File: src/rtl/uart_fifo_ctr.sv
// Memory-mapped UART controller: TX/RX FIFOs, occupancy and sticky status registers,
// flush/clear command, registered load data returned one cycle after the load.
module uart_fifo_ctr #(
  parameter int DATA_WIDTH = 8,
  parameter int TX_DEPTH   = 8,
  parameter int RX_DEPTH   = 8
) (
  input  logic                  clk,
  input  logic                  rst,
  input  logic [31:0]           addr,
  input  logic                  load_en,
  input  logic                  store_en,
  input  logic [31:0]           wdata,
  output logic [31:0]           rdata,
  output logic [DATA_WIDTH-1:0] uart_tx_data,
  output logic                  uart_tx_valid,
  input  logic                  uart_tx_ready,
  input  logic [DATA_WIDTH-1:0] uart_rx_data,
  input  logic                  uart_rx_valid,
  output logic                  uart_rx_ready
);
  localparam int TXAW = $clog2(TX_DEPTH);
  localparam int RXAW = $clog2(RX_DEPTH);
  localparam int TXCW = TXAW + 1;
  localparam int RXCW = RXAW + 1;

  logic [DATA_WIDTH-1:0] txMem [TX_DEPTH];
  logic [DATA_WIDTH-1:0] rxMem [RX_DEPTH];
  logic [TXAW-1:0]       txWr, txRd;
  logic [RXAW-1:0]       rxWr, rxRd;
  logic [TXCW-1:0]       txCount;
  logic [RXCW-1:0]       rxCount;
  logic                  txDrop, rxOverflow;

  logic       ldSel, stSel;
  logic [2:0] offset;
  logic       flush, clrFlags;
  logic       txFull, txPush, txAccept, txDropSet, txDrain;
  logic       rxEmpty, rxFull, rxPop, rxPush, rxAccept, rxOvfSet;
  logic [31:0] readMux;
  logic       unusedBits;

  assign offset   = addr[4:2];
  assign ldSel    = (addr[31:28] == 4'b1000) && load_en;
  assign stSel    = (addr[31:28] == 4'b1000) && store_en;
  assign flush    = stSel && (offset == 3'd5) && wdata[1];
  assign clrFlags = stSel && (offset == 3'd5) && wdata[0];

  // Full test uses the cycle-start count, so a same-cycle drain never rescues a push.
  assign txFull    = (txCount == TXCW'(TX_DEPTH));
  assign txPush    = stSel && (offset == 3'd2);
  assign txAccept  = txPush && !txFull && !flush;
  assign txDropSet = txPush && txFull && !flush;
  assign txDrain   = uart_tx_valid && uart_tx_ready && !flush;

  // A pop while full frees the slot the incoming byte takes.
  assign rxEmpty  = (rxCount == '0);
  assign rxFull   = (rxCount == RXCW'(RX_DEPTH));
  assign rxPop    = ldSel && (offset == 3'd3) && !rxEmpty && !flush;
  assign rxPush   = uart_rx_valid && uart_rx_ready && !flush;
  assign rxAccept = rxPush && (!rxFull || rxPop);
  assign rxOvfSet = rxPush && rxFull && !rxPop;

  assign uart_tx_valid = (txCount != '0);
  assign uart_tx_data  = uart_tx_valid ? txMem[txRd] : '0;

  assign unusedBits = &{1'b0, addr[27:5], addr[1:0], wdata};

  always_comb begin
    readMux = '0;
    case (offset)
      3'd0: readMux[0] = !txFull;
      3'd1: readMux[0] = !rxEmpty;
      3'd3: if (!rxEmpty) readMux[DATA_WIDTH-1:0] = rxMem[rxRd];
      3'd4: begin
        readMux[31:16] = 16'(rxCount);
        readMux[15:0]  = 16'(txCount);
      end
      3'd5: readMux[2:0] = {txCount == '0, txDrop, rxOverflow};
      default: readMux = '0;
    endcase
  end

  always_ff @(posedge clk) begin
    if (txAccept) txMem[txWr] <= wdata[DATA_WIDTH-1:0];
    if (rxAccept) rxMem[rxWr] <= uart_rx_data;
  end

  always_ff @(posedge clk or posedge rst) begin
    if (rst) begin
      txWr          <= '0;
      txRd          <= '0;
      txCount       <= '0;
      rxWr          <= '0;
      rxRd          <= '0;
      rxCount       <= '0;
      txDrop        <= 1'b0;
      rxOverflow    <= 1'b0;
      rdata         <= '0;
      uart_rx_ready <= 1'b0;
    end else begin
      uart_rx_ready <= 1'b1;
      if (ldSel) rdata <= readMux;
      // Set has priority over a same-cycle clear.
      txDrop     <= txDropSet | (txDrop & ~clrFlags);
      rxOverflow <= rxOvfSet | (rxOverflow & ~clrFlags);
      if (flush) begin
        txWr    <= '0;
        txRd    <= '0;
        txCount <= '0;
        rxWr    <= '0;
        rxRd    <= '0;
        rxCount <= '0;
      end else begin
        if (txAccept) txWr <= txWr + 1'b1;
        if (txDrain)  txRd <= txRd + 1'b1;
        txCount <= txCount + TXCW'(txAccept) - TXCW'(txDrain);
        if (rxAccept) rxWr <= rxWr + 1'b1;
        if (rxPop)    rxRd <= rxRd + 1'b1;
        rxCount <= rxCount + RXCW'(rxAccept) - RXCW'(rxPop);
      end
    end
  end
endmodule

File: config.mk
export PLATFORM = sky130hd
export DESIGN_NAME = uart_fifo_ctr
export DESIGN_NICKNAME = d
export VERILOG_FILES = /design/src/rtl/uart_fifo_ctr.sv
export SDC_FILE = /design/constraint.sdc
export NUM_CORES = 1
export LEC_CHECK = 0
export CAP_MARGIN = 15
export CELL_PAD_IN_SITES_DETAIL_PLACEMENT = 1
export CELL_PAD_IN_SITES_GLOBAL_PLACEMENT = 1
export CORE_UTILIZATION = 48
export DETAILED_ROUTE_END_ITERATION = 12
export PLACE_DENSITY = 0.92
export SYNTH_ARGS = -nofsm -noshare
export SYNTH_HDL_FRONTEND = slang
export SYNTH_SLANG_ARGS = --single-unit
File: constraint.sdc
create_clock -name clk -period 8.1 [get_ports clk]
set_input_delay 0.81 -clock clk [delete_from_list [all_inputs] [get_ports clk]]
set_output_delay 0.81 -clock clk [all_outputs]
set_load 0.05 [all_outputs]
==> Word level (Yosys, flattened, before mapping) <==
Memory sizes are Yosys's and may differ from the RTL's.
Cells that the tools add are included.
{ "word_totals": {"wordCells": 87, "ramBits": 128, "input_bits": 78, "output_inout_bits": 42, "n_memories": 2, "regBits": 55} }
{ "classes": {"n_eq_ne": 8, "n_reduce_logical": 34, "bitwise": 5, "muxes": 20, "add_sub_neg": 8} }
{ "mem_list": {"columns": ["memory", "words", "width", "read_ports", "rd_clocked_by_memory_dff", "wr", "line", "rtl"], "rows": [
  ["rxMem", 8, 8, 1, 0, 1, "28", "logic [DATA_WIDTH-1:0] rxMem [RX_DEPTH];"],
  ["txMem", 8, 8, 1, 0, 1, "27", "logic [DATA_WIDTH-1:0] txMem [TX_DEPTH];"]
]} }
{ "ops": {"columns": ["operator", "n"], "rows": [
  ["3-bit two-way mux", 8],
  ["1-bit logical AND", 20],
  ["8-bit two-way mux", 2],
  ["3-bit by 1-bit adder with 3-bit output (second input constant)", 4],
  ["4-bit equality test (second input constant)", 3],
  ["12-bit two-way mux", 1],
  ["5-bit case mux with 2 select lines", 1],
  ["4-bit by 1-bit adder with 4-bit output", 2],
  ["4-bit logical NOT", 2],
  ["4-bit two-way mux", 2],
  ["2-bit nonzero test", 4],
  ["4-bit by 1-bit subtractor with 4-bit output", 2],
  ["3-bit by 2-bit equality test with 1-bit output (second input constant)", 2],
  ["3-bit equality test (second input constant)", 2],
  ["2-bit case mux with 3 select lines", 1],
  ["1-bit logical NOT", 5],
  ["1-bit case mux with 5 select lines", 1],
  ["1-bit two-way mux", 4],
  ["4-bit nonzero test", 1],
  ["3-bit by 1-bit equality test with 1-bit output (second input constant)", 1],
  ["3-bit logical NOT", 1],
  ["1-bit bitwise AND", 2],
  ["1-bit bitwise OR", 2],
  ["1-bit logical OR", 1],
  ["1-bit inverter", 1]
]} }

==> Longest topological paths before layout <==
{ "logic_depth": {"word_depth": 11, "ltp_mapped": 13, "depth_no_buf": 13} }

==> Worst setup path after synthesis <==
No wires, ideal clock.
{ "synth_path": {"kind": "input to register", "from": "input addr[29]", "to": "memory rxMem[2][0], enable pin", "arrival_ps": 2692, "setup_ps": 398, "setup_slack_ps": 5010, "stages": 5, "cell_sequence": "nor4b_4 -> and4b_1 -> buf_6 -> o21ai_2 -> nor4b_1"} }
{ "synth_via": {"elab_chain_cells": 10, "elab_cells_between_ends": 14, "cone_classes": "1 x eq/ne; 2 x mux; 11 x reduce/logical"} }
{ "synth_lines": {"columns": ["element", "line", "rtl"], "rows": [
  ["from (decl)", "10", "input logic [31:0] addr,"],
  ["4-bit equality test (*)", "44, 45", null],
  ["1-bit logical AND", "45", "assign stSel = (addr[31:28] == 4'b1000) && store_en;"],
  ["1-bit logical AND (2 in a row)", "46", "assign flush = stSel && (offset == 3'd5) && wdata[1];"],
  ["1-bit logical NOT", "59, 60", null],
  ["1-bit logical AND", "59", "assign rxPop = ldSel && (offset == 3'd3) && !rxEmpty && !flush;"],
  ["1-bit logical OR", "61", "assign rxAccept = rxPush && (!rxFull || rxPop);"],
  ["1-bit logical AND (*)", "61", null],
  ["1-bit two-way mux (*)", "86", "if (rxAccept) rxMem[rxWr] <= uart_rx_data;"],
  ["1-bit two-way mux (implied by the code) (*)", "86", null],
  ["to (decl)", "28", null]
]} }
Mark *: on every way between the ends. The rest lies on a longest branch, timed or not.

==> Worst setup path in the final report <==
{ "layout_path": {"from": "register txCount[2]", "to": "output uart_tx_valid"} }
{ "layout_via": {"elab_chain_cells": 1} }
{ "layout_lines": {"columns": ["element", "line", "rtl"], "rows": [
  ["from (decl)", "31", "logic [TXCW-1:0] txCount;"],
  ["from (signal assigned)", "117", "txCount <= txCount + TXCW'(txAccept) - TXCW'(txDrain);"],
  ["4-bit nonzero test", "64", "assign uart_tx_valid = (txCount != '0);"],
  ["to (decl)", "16", "output logic uart_tx_valid,"]
]} }
No other way between the ends.

==> flow_metrics.env <==
export IMPL_worst_path_max_fanout=10
export IMPL_worst_r2r_setup_slack_ns=4.82
export IMPL_coreArea_sq_mm=0.01404
export IMPL_peakVddDrop_mv=0.1642
export IMPL_rows=43
export IMPL_slew_violations=0
export IMPL_antenna_found_initial=0
export IMPL_crit_family="buffers and inverters"
export IMPL_syn_area_sq_mm=0.006999
export IMPL_worst_path_max_delay_cell="clkdlybuf4s50_1"
export IMPL_route_final_wire_length_um=15950
export IMPL_status="complete, no violations"
export IMPL_nFillCells=1290
export IMPL_grt_pass1_vias=4266
export IMPL_end_kind="output port"
export IMPL_gp_congestion=0.7689
export IMPL_ys_flop_type="edfxtp_1"
export IMPL_slowest_delay_ns=0.76
export IMPL_initial_core_util_pct=49.84
export IMPL_max_slew_margin_rel_pct=23.61
export IMPL_vias_per_cell=5.679
export IMPL_dpl_cell_count=649
export IMPL_die_x_um=122.8
export IMPL_cts_hold_buf=0
export IMPL_worstPathArrival_ns=2.82
export IMPL_ant_nets=0
export IMPL_io_pins=120
export IMPL_ys_warn_count=0
export IMPL_cts_buffers=17
export IMPL_async_reset_ff_share_pct=21.47
export IMPL_switching_share_pct=32.08
export IMPL_die_y_um=122.8
export IMPL_htreeDepth=4
export IMPL_synth_edff_count=128
export IMPL_post_dp_cell_area_sq_mm=0.007626
export IMPL_drt_first_pass_iters=4
export IMPL_finalCritPeriodShare_pct=44.80
export IMPL_hold_path_class="reg2reg"
export IMPL_overflow=0
export IMPL_clkPwrFrac_pct=31.4
export IMPL_path_cells="inv_1 > ha_1 > nor3b_2 > inv_1 > clkdlybuf4s50_1"
export IMPL_io_buffers=50
export IMPL_tightest_slew_ns=1.136
export IMPL_wire_per_inst_um=23.28
export IMPL_drc_errors=0
export IMPL_final_common_cell="edfxtp_1"
export IMPL_rsz0062_at_grt="no"
export IMPL_cts_clk_slew_worst_paths_ns=0.06
export IMPL_drtIter0Drc=291
export IMPL_crit_type="reg2out"
export IMPL_dpl_hpwl_um=10550
export IMPL_p_seq_share_pct=40.7
export IMPL_grt_max_degree=36
export IMPL_finalSetupTns_ns=0
export IMPL_p_leak_nw=3.007
export IMPL_cts_tree="built"
export IMPL_power_internal_w=0.001818
export IMPL_p_switching_w=0.0008586
export IMPL_area_growth_pct=18.48
export IMPL_cts_sinks=163
export IMPL_final_cell_mix="128 x edfxtp_1, 50 x clkdlybuf4s50_1, 35 x dfrtp_1"
export IMPL_worst_path_buf_inv=3
export IMPL_grtUsageTotal_pct=23.26
export IMPL_rr_startpoint="txCount[2]"
export IMPL_cp_start_kind="register"
export IMPL_power_density_mw_per_mm2=322.7
export IMPL_instances_no_fill=685
export IMPL_p_total_w=0.002676
export IMPL_maxCapViolCount=0
export IMPL_diodes=0
export IMPL_grt_pass1_wl_um=24360
export IMPL_ys_types=49
export IMPL_die_area_sq_mm=0.01507
export IMPL_clk_latency_ns=0.43
export IMPL_post_cts_setup_buffers=0
export IMPL_clock_skew_ns=0.02029
export IMPL_r2r_cells=12
export IMPL_cts_buffer_depth=2
export IMPL_worst_path_stages=5
export IMPL_stdcell_area_sq_mm=0.008293
export IMPL_setup_viol=0
export IMPL_combPwrFrac_pct=27.9
export IMPL_fmax_ghz=0.2756
export IMPL_cpMostUsedCell="inv_1"
export IMPL_syn_area_per_cell_sq_um=16.32
export IMPL_cts_repair_resized=0
export IMPL_startpoint="txCount[2]"
export IMPL_ys_seq_elements=163
export IMPL_cp_required_ns=7.29
export IMPL_cts_root_buf="clkbuf_16"
export IMPL_layout_nets=587
export IMPL_crit_end="uart_tx_valid"
export IMPL_synthCells=429
export IMPL_finalHoldViolCount=0
export IMPL_yosysSeqAreaShare_pct=67.43
export IMPL_drive_gt1_share_pct=16.83
export IMPL_vias=3890
export IMPL_min_period_ns=3.629
export IMPL_r2r_end="txCount[2]"
[synth_stat cells (2+ instances only)]
cell / n / share of area, %
nor3b_1: 2 / 0.21
buf_6: 2 / 0.32
buf_1: 5 / 0.27
inv_1: 15 / 0.80
mux2i_1: 19 / 2.7
a22o_1: 2 / 0.25
nor4_2: 4 / 0.72
xnor2_1: 4 / 0.50
nand3_1: 6 / 0.43
a21o_1: 3 / 0.32
and3_1: 2 / 0.18
edfxtp_1: 128 / 55
mux2_2: 2 / 0.32
and4b_1: 2 / 0.29
nor2_1: 25 / 1.3
buf_4: 20 / 2.1
dfrtp_1: 35 / 13
nand2b_1: 3 / 0.27
clkbuf_1: 5 / 0.27
mux4_2: 32 / 10
a21oi_1: 6 / 0.43
nor3_1: 8 / 0.57
and2_1: 5 / 0.45
fa_1: 2 / 0.57
nand2_1: 34 / 1.8
buf_2: 7 / 0.50
ha_1: 15 / 2.7
o21ai_0: 12 / 0.86
xor2_1: 3 / 0.38
conb_1: 2 / 0.11
[power by group through the flow]
stage / Sequential, W / Combinational, W / Clock (W)
floorplan: 0.00105 / 0.000555 / 0
global placement: 0.00112 / 0.000650 / 0
detailed placement: 0.00113 / 0.000700 / 0
CTS: 0.00111 / 0.000717 / 0.000854
global route: 0.00110 / 0.000807 / 0.000882
finish: 0.00109 / 0.000747 / 0.000839
[routing by layer]
layer	GRT usage, %	part of all wire, %	up-vias
met1	26.01	39	2060
met2	42.49	55	98
li1	-	-	1706
met3	5.390	3.3	26
met4	9.375	2.1	0
met5	0	0	-
[worst min-delay path by stage]
stage	to	cells after the start	from
after global placement	rdata[6]	2	rdata[6]
final	rdata[6]	2	rdata[6]
after CTS	rdata[6]	2	rdata[6]
after floorplan	txDrop	1	txDrop
after detailed placement	rdata[6]	2	rdata[6]
after global routing	rdata[4]	2	rdata[4]
[metrics by stage]
stage / hold slack, ns / util, % / worst slack, ns
6_report: 0.4833 / 59.06 / 4.471
5_1_grt: 0.5191 / 59.06 / 4.281
4_1_cts: 0.4948 / 58.70 / 4.021
3_5_place_dp: 0.4835 / 54.31 / 3.951
3_3_place_gp: 0.4663 / 54.31 / 4.190
2_1_floorplan: 0.4559 / - / 5.010
[logic make-up (layout without fill, tap and decap cells)]
group	Yosys count	count (layout)	share of synthesized area, %
adders and majority gates	17	17	3.254
buffers and inverters	54	111	4.308
and+or+nand+nor	102	102	7.884
DFF	163	163	67.43
other	2	21	0.1073
xor gates and xnor gates	7	7	0.8760
AOI/OAI and AO/OA	31	31	2.807
muxes	53	53	13.34
[sequential cells by signal, summed over array words and instances, names as in the netlist]
| register | flops |
|---|---|
| rxMem | 64 |
| rxRd | 3 |
| txWr | 3 |
| rxWr | 3 |
| txRd | 3 |
| txMem | 64 |
| rxOverflow | 1 |
| rxCount | 4 |
| txCount | 4 |
| rdata | 12 |
| txDrop | 1 |
| uart_rx_ready | 1 |
[worst register-to-register path: cells and delay by family (launching register included)]
kind | cells | cell delay [ns]
AND/OR/NAND/NOR | 4 | 1.07
adder cells (fa/ha/maj) | 4 | 1.07
buffers and inverters | 3 | 0.41
flip-flops | 1 | 0.40
XOR/XNOR | 1 | 0.19
[final cells by class]
cell class                      count  area, sq um  share of cell area, %
Sequential cell                   163         4720                  56.91
Multi-Input combinational cell    231         2049                  24.71
Timing Repair Buffer               64        625.6                  7.544
Clock buffer                       19        432.9                  5.220
Tap cell                          180        225.2                  2.716
Clock inverter                     13        183.9                  2.218
Inverter                           15        56.30                 0.6789
Note: power is estimated with default switching activity, not from simulation.
